==> src/rtl/aes_round_ctrl.sv <==
// rtl/aes_round_ctrl.sv - AES round sequencing controller for an external round core
//
// Purpose: accepts a plaintext/key pair, holds them for the round core, sequences
// the round index 0..NUM_ROUNDS with matching Rcon, then captures the core result.
// Optional feature macro: AES_CTRL_STALL_EN adds a stall input that freezes RUN.
//
// Ports:
//   clk, rst         clock, synchronous active-high reset
//   stall            (AES_CTRL_STALL_EN only) hold the round sequence while in RUN
//   start            request; accepted only in IDLE or DONE
//   data_in, key_in  plaintext and key, sampled on acceptance
//   core_out         registered state output of the round core
//   core_data        plaintext held for the core
//   core_key         key held for the core
//   first_round      round-0 (initial AddRoundKey) cycle
//   final_round      last round cycle (no MixColumns)
//   round_const      Rcon for the current round
//   round_cnt        current round index
//   core_en          core advances one round at this edge
//   busy             RUN or CAPTURE
//   done             one-cycle pulse, ciphertext valid
//   ciphertext       captured result
module aes_round_ctrl #(
  parameter int KEY_W      = 128,
  parameter int NUM_ROUNDS = KEY_W / 32 + 6
) (
  input  logic             clk,
  input  logic             rst,
`ifdef AES_CTRL_STALL_EN
  input  logic             stall,
`endif
  input  logic             start,
  input  logic [127:0]     data_in,
  input  logic [KEY_W-1:0] key_in,
  input  logic [127:0]     core_out,
  output logic [127:0]     core_data,
  output logic [KEY_W-1:0] core_key,
  output logic             first_round,
  output logic             final_round,
  output logic [7:0]       round_const,
  output logic [3:0]       round_cnt,
  output logic             core_en,
  output logic             busy,
  output logic             done,
  output logic [127:0]     ciphertext
);

  typedef enum logic [1:0] {S_IDLE, S_RUN, S_CAPTURE, S_DONE} state_e;

  localparam logic [3:0] LAST_RND = 4'(NUM_ROUNDS);

  state_e           state_q, state_d;
  logic [3:0]       cnt_q, cnt_d;
  logic [7:0]       rcon_q, rcon_d;
  logic [127:0]     data_q, data_d;
  logic [KEY_W-1:0] key_q, key_d;
  logic [127:0]     ct_q, ct_d;
  logic             stall_w;
  logic             advance;

`ifdef AES_CTRL_STALL_EN
  assign stall_w = stall;
`else
  assign stall_w = 1'b0;
`endif

  assign advance = (state_q == S_RUN) && !stall_w;

  always_comb begin
    state_d = state_q;
    cnt_d   = cnt_q;
    rcon_d  = rcon_q;
    data_d  = data_q;
    key_d   = key_q;
    ct_d    = ct_q;
    case (state_q)
      S_IDLE, S_DONE: begin
        if (start) begin
          state_d = S_RUN;
          data_d  = data_in;
          key_d   = key_in;
          cnt_d   = 4'd0;
          rcon_d  = 8'h01;
        end else if (state_q == S_DONE) begin
          state_d = S_IDLE;
        end
      end
      S_RUN: begin
        if (advance) begin
          if (cnt_q == LAST_RND) begin
            // Index stays at the last round so it reads back after completion.
            state_d = S_CAPTURE;
          end else begin
            cnt_d = cnt_q + 4'd1;
            // Round 0 is the plain AddRoundKey, so round 1 reuses Rcon=01.
            if (cnt_q == 4'd0) begin
              rcon_d = 8'h01;
            end else begin
              rcon_d = {rcon_q[6:0], 1'b0} ^ (rcon_q[7] ? 8'h1B : 8'h00);
            end
          end
        end
      end
      S_CAPTURE: begin
        ct_d    = core_out;
        state_d = S_DONE;
      end
      default: state_d = S_IDLE;
    endcase
  end

  always_ff @(posedge clk) begin
    if (rst) begin
      state_q <= S_IDLE;
      cnt_q   <= 4'd0;
      rcon_q  <= 8'h01;
      data_q  <= '0;
      key_q   <= '0;
      ct_q    <= '0;
    end else begin
      state_q <= state_d;
      cnt_q   <= cnt_d;
      rcon_q  <= rcon_d;
      data_q  <= data_d;
      key_q   <= key_d;
      ct_q    <= ct_d;
    end
  end

  assign core_en     = advance;
  assign first_round = (state_q == S_RUN) && (cnt_q == 4'd0);
  assign final_round = (state_q == S_RUN) && (cnt_q == LAST_RND);
  assign busy        = (state_q == S_RUN) || (state_q == S_CAPTURE);
  assign done        = (state_q == S_DONE);
  assign round_cnt   = cnt_q;
  assign round_const = rcon_q;
  assign core_data   = data_q;
  assign core_key    = key_q;
  assign ciphertext  = ct_q;

endmodule

==> config.mk <==
export PLATFORM = sky130hd
export DESIGN_NAME = aes_round_ctrl
export DESIGN_NICKNAME = d
export VERILOG_FILES = /design/src/rtl/aes_round_ctrl.sv
export SDC_FILE = /design/constraint.sdc
export NUM_CORES = 1
export LEC_CHECK = 0
export BUFFER_PORTS_ARGS = -buffer_cell sky130_fd_sc_hd__buf_2
export CAP_MARGIN = 20
export CORE_AREA = 2 2 305 307
export CTS_BUF_LIST = sky130_fd_sc_hd__clkbuf_16
export CTS_CLUSTER_SIZE = 25
export DETAILED_ROUTE_END_ITERATION = 10
export DIE_AREA = 0 0 307 309
export GPL_TIMING_DRIVEN = 0
export PLACE_DENSITY_LB_ADDON = 0.15
export SYNTH_ARGS = -nofsm -noshare
export SYNTH_HDL_FRONTEND = slang
export SYNTH_SLANG_ARGS = --single-unit
==> constraint.sdc <==
create_clock -name clk -period 5.4 [get_ports clk]
set_clock_uncertainty 0.15 [all_clocks]
set_input_delay 0.27 -clock clk [delete_from_list [all_inputs] [get_ports clk]]
set_output_delay 0.27 -clock clk [all_outputs]
set_load 0.005 [all_outputs]
== Word-level counts from Yosys, hierarchy flattened ==
Cells that the tools add are included.

* Word-level logic and storage cells: 38
* Input bits: 387
* Bits in registers: 398
* Output and inout bits: 401

* Muxes and demuxes: 12
* Bitwise logic cells: 1
* Add/sub/neg operators: 1
* Reductions and logical operators: 10
* Equality and inequality tests: 8

{| class="wikitable"
|+ Operator list
! cell !! number
|-
| two-way mux 8 bit || 3
|-
| case mux 8 bit (2 select lines) || 1
|-
| two-way mux 4 bit || 2
|-
| case mux 4 bit (2 select lines) || 1
|-
| XOR 8 x 5 -> 8 bit || 1
|-
| two-way mux 2 bit || 3
|-
| case mux 2 bit (3 select lines) || 1
|-
| two-way mux 5 bit || 1
|-
| adder 4 x 1 -> 4 bit (second input constant) || 1
|-
| == test 2 bit (second input constant) || 2
|-
| == test 4 bit (second input constant) || 1
|-
| logical NOT 4 bit || 1
|-
| inequality test 2 bit (second input constant) || 2
|-
| AND reduction 2 bit || 2
|-
| inequality test 3 bit (second input constant) || 1
|-
| AND reduction 3 bit || 1
|-
| == test 2 x 1 -> 1 bit (second input constant) || 1
|-
| logical AND 1 bit || 2
|-
| logical NOT 2 bit || 1
|-
| inequality test 2 x 1 -> 1 bit (second input constant) || 1
|-
| nonzero test 2 bit || 1
|-
| OR reduction 2 bit || 1
|-
| logical OR 1 bit || 1
|}

== Longest topological paths before layout ==
Gate-level depths: netlist of run 1.

* Depth in word-level cells: 5
* Depth in mapped cells: 8

== Worst setup path after synthesis of run 1 ==
No wires, ideal clock.

* Path kind: reg2reg
* From: reg state_q[0]
* To: reg cnt_q[3] (netlist: round_cnt[3])
* Path slack: 3.508 ns
* Data required time: 5.164 ns
* Library setup time: 0.086 ns
* Data arrival time: 1.656 ns
* Clock period less this slack: 1.892 ns
* Cell stages (with the launch flop): 6
* Path through: dfxtp_1 inv_1 ha_1 mux2i_1 or4_1 a221oi_2

* Cells in the longest elaborated chain, start to end: 4
* Elaborated cells between the ends (all ways): 9

{| class="wikitable"
|+ Ends and longest elaborated chain
! what !! RTL line !! source
|-
| start, declared || 52 || <nowiki>state_e state_q, state_d;</nowiki>
|-
| start signal, assigned || 121 || <nowiki>state_q <= state_d;</nowiki>
|-
| == test 2 bit or logical NOT 2 bit (tied branches) || 76 || <nowiki>case (state_q)</nowiki>
|-
| OR reduction 2 bit || 76 ||
|-
| inequality test 2 bit (no line) or nonzero test 2 bit (tied branches) || - ||
|-
| AND reduction 3 bit (no line) || - ||
|-
| end signal, assigned || 122 || <nowiki>cnt_q <= cnt_d;</nowiki>
|-
| end, declared || 53 || <nowiki>logic [3:0] cnt_q, cnt_d;</nowiki>
|}

Parallel ways exist; a longest one is shown, timed or not.
A chain may end at the register's enable or synchronous reset.

== Worst setup path in the final report of run 1 ==
* From: reg state_q[0]
* To: reg key_q[114] (netlist: core_key[114])

* Cells in the longest elaborated chain, start to end: 3
* Elaborated cells between the ends (all ways): 4

{| class="wikitable"
|+ Ends and longest elaborated chain
! what !! RTL line !! source
|-
| == test 2 bit or logical NOT 2 bit (tied branches) || 76 ||
|-
| OR reduction 2 bit (*) || 76 ||
|-
| AND reduction 2 bit (no line) (*) || - ||
|-
| end signal, assigned || 125 || <nowiki>key_q <= key_d;</nowiki>
|-
| end, declared || 56 || <nowiki>logic [KEY_W-1:0] key_q, key_d;</nowiki>
|}

Every way passes the cells marked *; elsewhere a longest branch is shown, timed or not.

==> reports/metrics.csv, run 1 <==
stage;metric;value;unit
cts;cts_resized;0;
drt;via_per_inst;3.769;
drt;drc;0;
power;p_sw_frac;0.3496;
grt;grt_pass1_wl;93420;um
logic_synthesis;postSynthAreaPerCell;8.667;sq um
worst_hold_path;worstHoldPathCells;4;
logic_synthesis;synth.distinct_cells;31;
drt;met2_length;32530;um
cts;clk_path_buf_depth;3;
timing;setup_tns;0;ps
logic_synthesis;syn_nets;1996;
cts;numCtsBuffers;49;
floorplanning;die_w;307;um
floorplanning;io_pins;788;
logic_synthesis;ys_warn_count;0;
worst_setup_path;cp.required;5760;ps
cts;cts_sinks;398;
power;p_int;6.861;mW
timing;min_period;2828;ps
power;p_clk_frac;0.305;
timing;post-route-period-util;0.5236;
timing;finalSetupViolCount;0;
power;p_sw;3.689;mW
floorplanning;start_util;0.1520;
grt;groute.usage.overall;0.1281;
drt;vias;15270;
power;powerDensity;426.8;nW/um^2
timing;rsz0062_at_grt;no;
run_status;status;finished, final reports clean;
power;combinationalPowerShare;0.333;
grt;grt_max_degree;13;
cts;path_clk_slew;60;ps
worst_setup_path;crit_fanout;10;
logic_synthesis;synth.top_cells.by_count;519 x nand2_1, 398 x dfxtp_1, 258 x a21oi_1;
timing;slew_headroom;0.3650;
cts;root_buffer;clkbuf_16;
timing;fin_ws;2572;ps
floorplanning;rows;111;
logic_synthesis;syn-instance-count;1603;
grt;grt_pass1_vias;15804;
power;ir_worst_vdd;0.2427;mV
drt;drtIter0Drc;643;
floorplanning;die_area;94860;sq um
grt;overflow;0;
logic_synthesis;synthTopCellsByArea;dfxtp_1 57%, nand2_1 14%, mux2i_1 9.4%;
layout;syn_to_final_growth;77.91;%
timing;worst_slew_pin_slew;952.5;ps
placement;io_buffers;786;
logic_synthesis;async_flop_share;0;
timing;max_freq;353.7;MHz
worst_setup_path;r2r_cells;7;
floorplanning;die_h;309;um
drt;routed.top_layer;met4;
grt;antenna_found_initial;1;
power;p_seq_frac;0.362;
logic_synthesis;yosysMostFrequentCell;nand2_1;
worst_setup_path;arrival;3190;ps
cts;clock_insertion_delay_worst_skew;580;ps
worst_setup_path;critPathCaptureType;flip-flop;
drt;dr.pass1.iters;6;
drt;final_antenna_net_count;0;
logic_synthesis;synth_top_area_cell;dfxtp_1;
logic_synthesis;synth_top_flop_cell;dfxtp_1;
logic_synthesis;synth-seq-cells;398;
logic_synthesis;post-synth-top-area-fraction;0.5735;
power;total_power;10.55;mW
layout;antennaDiodeCount;0;
drt;wire_per_inst;15.90;um
drt;wl_met3;5640;um
placement;preCtsSetupSlack;2294;ps
layout;drive_gt1_frac;0.3141;
drt;wl;64410;um
cts;htreeDepth;2;
worst_setup_path;critPathLaunchType;flip-flop;
timing;slew_viol_final;0;
layout;nets;3218;
power;leakage;11.31;nW
worst_hold_path;min_path_type;in -> reg;
worst_setup_path;path_class;reg -> reg;
job;drv_cap;0;
floorplanning;core_area;91390;sq um
logic_synthesis;ys_seq_area_frac;0.5735;
logic_synthesis;synth.cell_area;13890;sq um
placement;gp_congestion;0.8196;
drt;wirelength_met1;24370;um
cts;cts_tree;built;
logic_synthesis;synth_edf_count;0;
placement;hpwlAfterDp;50040;um
timing;hold_viol_final;0;
==> stage by stage <==
stage | instances | hold slack [ps] | util | cell area [sq um]
2_1_floorplan | 1603 | 256.0 | - | 13890
5_1_grt | 4051 | 151.7 | 0.2705 | 24720
4_1_cts | 4051 | 76.38 | 0.2705 | 24720
6_report | 4051 | 127.9 | 0.2705 | 24720
3_5_place_dp | 3576 | 294.6 | 0.2114 | 19320
3_3_place_gp | 3575 | 290.1 | 0.2113 | 19310
==> final cells by class <==
class	count	area [sq um]
Clock buffer	51	1276
Timing Repair Buffer	1171	7789
Clock inverter	40	275.3
Fill cell	9947	66670
Multi-Input combinational cell	1077	5393
Inverter	11	43.79
Buffer	117	489.2
Tap cell	1186	1484
Sequential cell	398	7968
==> cell families after synthesis <==
kind of cell	after synthesis	synth area share
AO/OA/AOI/OAI	276	0.1037
XOR/XNOR	3	0.001892
adder cells (fa/ha/maj)	6	0.005403
buffers and inverters	128	0.03836
flip-flops	398	0.5735
multiplexers	130	0.09366
AND/OR/NAND/NOR	662	0.1835
==> final timing paths <==
kind,startpoint,to,slack [ps]
hold / removal,start,round_cnt[0],130
setup / recovery,state_q[0],core_key[114],2570
hold reg to reg,core_data[92],core_data[92],300
setup reg to reg,state_q[0],core_key[114],2570
==> cell usage in the layout, fill, tap and decap left out, drive strengths merged, types with 4 or more instances in the layout <==
master	n
o21ai	4
nand2	519
a21oi	258
nor2	129
clkbuf	124
bufinv	4
clkinv	21
mux2i	130
o32ai	5
dlygate4sd3	384
inv	26
ha	6
dfxtp	398
buf	831
==> what timing repair did <==
| action | 4_1_cts | 5_1_grt |
|---|---|---|
| hold buffers | 384 | 0 |
| setup buffers | 0 | 0 |
| hold endpoints to repair | 384 | 0 |
==> worst max-delay path: stages, from the launching register on <==
cell and delay [ps]:
dfxtp_1 390, inv_1 70, ha_1 410, nand2_1 330
clkbuf_1 640, clkbuf_1 480, nand2_1 130, a21oi_1 160
==> registers in the layout, indices dropped and copies added, names as in the netlist <==
signal	flops
ciphertext	128
state_q	2
core_data	128
core_key	128
round_const	8
round_cnt	4
==> power by group through the flow <==
stage          clock [mW]  combinational (mW)  sequential (mW)
2_1_floorplan           0                1.81             3.89
3_3_place_gp            0                3.38             3.86
3_5_place_dp            0                3.39             3.88
4_1_cts              3.36                3.63             3.82
5_1_grt              3.48                3.96             3.89
6_report             3.22                3.51             3.82
==> layer usage <==
metal	GRT usage	vias to the layer above
li1	-	7676
met1	0.1324	6893
met2	0.2378	602
met3	0.04727	99
met4	0.04288	0
met5	0	-
(Power assumes the default switching activity.)
==> inputs of run 2 (changes only) <==
--- a/config.mk
+++ b/config.mk
@@ -5,13 +5,14 @@
 export SDC_FILE = /design/constraint.sdc
 export NUM_CORES = 1
 export LEC_CHECK = 0
+export ABC_AREA = 1
 export BUFFER_PORTS_ARGS = -buffer_cell sky130_fd_sc_hd__buf_2
 export CAP_MARGIN = 20
-export CORE_AREA = 2 2 305 307
+export CORE_AREA = 2 2 307 309
 export CTS_BUF_LIST = sky130_fd_sc_hd__clkbuf_16
 export CTS_CLUSTER_SIZE = 25
 export DETAILED_ROUTE_END_ITERATION = 10
-export DIE_AREA = 0 0 307 309
+export DIE_AREA = 0 0 309 311
 export GPL_TIMING_DRIVEN = 0
 export PLACE_DENSITY_LB_ADDON = 0.15
 export SYNTH_ARGS = -nofsm -noshare
==> constraint.sdc (replaced) <==
create_clock -name clk -period 2.9 [get_ports clk]
set_clock_uncertainty 0.15 [all_clocks]
set_input_delay 0.145 -clock clk [delete_from_list [all_inputs] [get_ports clk]]
set_output_delay 0.145 -clock clk [all_outputs]
set_load 0.005 [all_outputs]
==> run 2 against run 1 <==
  * Die area grew 1.3%
  * Global-route usage rose by 1.2 points
  * Via count up 5.4%
  * Synthesized area is 1.2% higher
  * Cell count is 6.2% higher
  * Worst setup slack worse by 2100 ps
  * Synthesized cell count grew 12%
  * Sequential power is 110% higher
==> reports/metrics.csv, run 2 <==
stage;metric;value;unit;change
run_status;status;finished, final reports clean;;unchanged
logic_synthesis;syn-instance-count;1788;;was 1603
power;powerDensity;898.1;nW/um^2;was 426.8 nW/um^2
floorplanning;io_pins;788;;unchanged
worst_setup_path;crit_chain;ha_1 -> clkbuf_1 -> clkbuf_1 -> o21ai_0 -> nor2_1;;was inv_1 -> ha_1 -> nand2_1 -> clkbuf_1 -> clkbuf_1 -> nand2_1 -> a21oi_1
timing;min_period;2410;ps;was 2828 ps
timing;worst_slew_pin_slew;969.9;ps;was 952.5 ps
grt;grt_pass1_vias;16411;;was 15.80k
grt;grt_pass1_wl;102700;um;was 93420 um
logic_synthesis;synth.distinct_cells;21;;was 31
layout;syn_to_final_growth;77.53;%;was 77.91%
worst_setup_path;crit_slowest_cell;clkbuf_1;;unchanged
cts;root_buffer;clkbuf_16;;unchanged
logic_synthesis;async_flop_share;0;;unchanged
timing;fin_ws;489.8;ps;was 2572 ps
timing;slew_headroom;0.3534;;was 0.3650
power;p_sw_frac;0.3766;;was 0.3496
timing;max_freq;414.9;MHz;was 353.7 MHz
timing;hold_viol_final;0;;unchanged
logic_synthesis;synth.cell_area;14050;sq um;was 13890 sq um
power;p_clk_frac;0.265;;was 0.305
power;leakage;11.99;nW;was 11.31 nW
drt;drc;0;;unchanged
grt;grt_max_degree;15;;was 13
layout;final_cell_mix;807 x buf_2, 794 x nor2_1, 398 x dfxtp_1;;was 826 x buf_2, 519 x nand2_1, 398 x dfxtp_1
worst_setup_path;critPathLaunchType;flip-flop;;unchanged
cts;cts_hold_buf;387;;was 384
drt;drtIter0Drc;626;;was 643
worst_setup_path;crit_path_frequent_cell;clkbuf_1;;
cts;clk_path_buf_depth;3;;unchanged
drt;final_antenna_net_count;0;;unchanged
power;p_int;13.97;mW;was 6.861 mW
power;combinationalPowerShare;0.373;;was 0.333
worst_setup_path;critPathCaptureType;flip-flop;;unchanged
logic_synthesis;syn_nets;2181;;was 1996
floorplanning;start_util;0.1515;;was 0.1520
grt;overflow;0;;unchanged
logic_synthesis;synth_edf_count;0;;unchanged
worst_hold_path;min_path_type;in -> reg;;unchanged
cts;clock_insertion_delay_worst_skew;620;ps;was 580 ps
power;p_sw;8.438;mW;was 3.689 mW
timing;rsz0062_at_grt;no;;unchanged
logic_synthesis;synthTopCellsByArea;dfxtp_1 57%, nor2_1 21%, o21ai_0 14%;;was dfxtp_1 57%, nand2_1 14%, mux2i_1 9.4%
logic_synthesis;yosysMostFrequentCell;nor2_1;;was nand2_1
grt;antenna_found_initial;4;;was 1
worst_setup_path;crit_fanout;10;;unchanged
logic_synthesis;ys_warn_count;0;;unchanged
logic_synthesis;synth_top_flop_cell;dfxtp_1;;unchanged
worst_setup_path;cp.required;3300;ps;was 5760 ps
placement;hpwlAfterDp;53400;um;was 50040 um
cts;post-cts-setup-buffers;0;;unchanged
logic_synthesis;synth.top_cells.by_count;794 x nor2_1, 398 x dfxtp_1, 382 x o21ai_0;;was 519 x nand2_1, 398 x dfxtp_1, 258 x a21oi_1
drt;wire_per_inst;16.39;um;was 15.90 um
grt;groute.usage.overall;0.1401;;was 0.1281
placement;io_buffers;787;;was 786
drt;dr.pass1.iters;7;;was 6
cts;cts_tree;built;;unchanged
worst_setup_path;arrival;2810;ps;was 3190 ps
job;drv_cap;0;;unchanged
power;p_seq_frac;0.362;;about the same
drt;via_per_inst;3.739;;was 3.769
worst_setup_path;slowest_delay;690;ps;was 640 ps
logic_synthesis;postSynthAreaPerCell;7.861;sq um;was 8.667 sq um
placement;preCtsSetupSlack;280.9;ps;was 2294 ps
cts;path_clk_slew;60;ps;about the same
worst_setup_path;path_class;reg -> reg;;unchanged
floorplanning;die_h;311;um;was 309 um
layout;nets;3408;;was 3218
layout;fin_area;24950;sq um;was 24720 sq um
cts;cts_sinks;398;;unchanged
cts;cts_resized;0;;unchanged
floorplanning;core_area;92770;sq um;was 91390 sq um
timing;post-route-period-util;0.8311;;was 0.5236
floorplanning;die_area;96100;sq um;was 94860 sq um
layout;drive_gt1_frac;0.2989;;was 0.3141
timing;slew_viol_final;0;;unchanged
timing;finalSetupViolCount;0;;unchanged
power;total_power;22.41;mW;was 10.55 mW
power;ir_worst_vdd;0.4978;mV;was 0.2427 mV
drt;vias;16089;;was 15.27k
drt;wl;70530;um;was 64410 um
floorplanning;die_w;309;um;was 307 um
cts;numCtsBuffers;51;;was 49
timing;setup_tns;0;ps;unchanged
logic_synthesis;synth_top_area_cell;dfxtp_1;;unchanged
logic_synthesis;synth-seq-cells;398;;unchanged
logic_synthesis;ys_seq_area_frac;0.5669;;was 0.5735
layout;final_common_cell;buf_2;;unchanged
placement;place_area;19560;sq um;was 19320 sq um
cts;htreeDepth;2;;unchanged
placement;gp_congestion;0.7879;;was 0.8196
floorplanning;rows;112;;was 111
logic_synthesis;post-synth-top-area-fraction;0.5669;;was 0.5735
[run 2: cell types whose count changed after synthesis, sizes merged, moves of 5 or more]
cell,before,now
o21ai,4,387
nand3,1,11
nor2,129,794
inv,11,18
o32ai,5,0
mux2i,130,0
buf,44,53
a21oi,258,5
nand2,519,34
[run 2: worst paths after layout]
check        slack (ps)    startpoint  depth (start not counted)              to
max                 490    state_q[1]                          5  ciphertext[89]
min                 140  core_out[38]                          4  ciphertext[38]
max reg2reg         490    state_q[1]                          5  ciphertext[89]
min reg2reg         320  core_key[25]                          2    core_key[25]
[run 2: worst max-delay path, delay by kind of cell (launching register included)]
family,cells,cell delay [ps]
compound gates,1,200
fa+ha+maj,1,330
buf+inv,2,1170
flops,1,380
simple gates,1,110
[run 2: layer usage]
layer	wire, um	up-vias	track usage	part of all wire
li1	-	8188	-	-
met1	28500	7274	0.1584	0.40
met2	34540	538	0.2485	0.49
met3	5866	89	0.04734	0.083
met4	1625	0	0.03817	0.023
met5	0	-	0	0
[run 2: per-stage QoR]
step,util,hold slack (ps),std cells
6_report,0.2690,135.3,4303
3_3_place_gp,0.2109,219.3,3829
3_5_place_dp,0.2109,222.5,3829
2_1_floorplan,-,64.07,1788
4_1_cts,0.2689,69.67,4302
5_1_grt,0.2690,108.3,4303
[run 2: area by class of cell]
cell class | count | area [sq um]
Fill cell | 10465 | 67820
Sequential cell | 398 | 7968
Timing Repair Buffer | 1174 | 7812
Multi-Input combinational cell | 1243 | 5280
Tap cell | 1254 | 1569
Clock buffer | 51 | 1276
Buffer | 129 | 734.5
Clock inverter | 35 | 236.5
Inverter | 18 | 72.57
Antenna cell | 1 | 2.502
[run 2: logic make-up (layout without fill, tap and decap cells)]
logic type | Yosys count | count (layout) | share of synthesized area
simple gates | 844 | 844 | 0.2301
flops | 398 | 398 | 0.5669
compound gates | 392 | 392 | 0.1396
buf+inv | 147 | 1407 | 0.05742
fa+ha+maj | 6 | 6 | 0.005341
xor+xnor | 1 | 1 | 0.0006233
other cells | 0 | 1 | 0
[run 2: power groups by stage]
| stage | registers [mW] | clock network [mW] | logic, mW |
|---|---|---|---|
| 2_1_floorplan | 8.35 | 0 | 3.88 |
| 3_3_place_gp | 8.21 | 0 | 8.26 |
| 3_5_place_dp | 8.22 | 0 | 8.17 |
| 4_1_cts | 8.12 | 6.21 | 8.64 |
| 5_1_grt | 8.34 | 6.42 | 9.50 |
| 6_report | 8.12 | 5.93 | 8.36 |
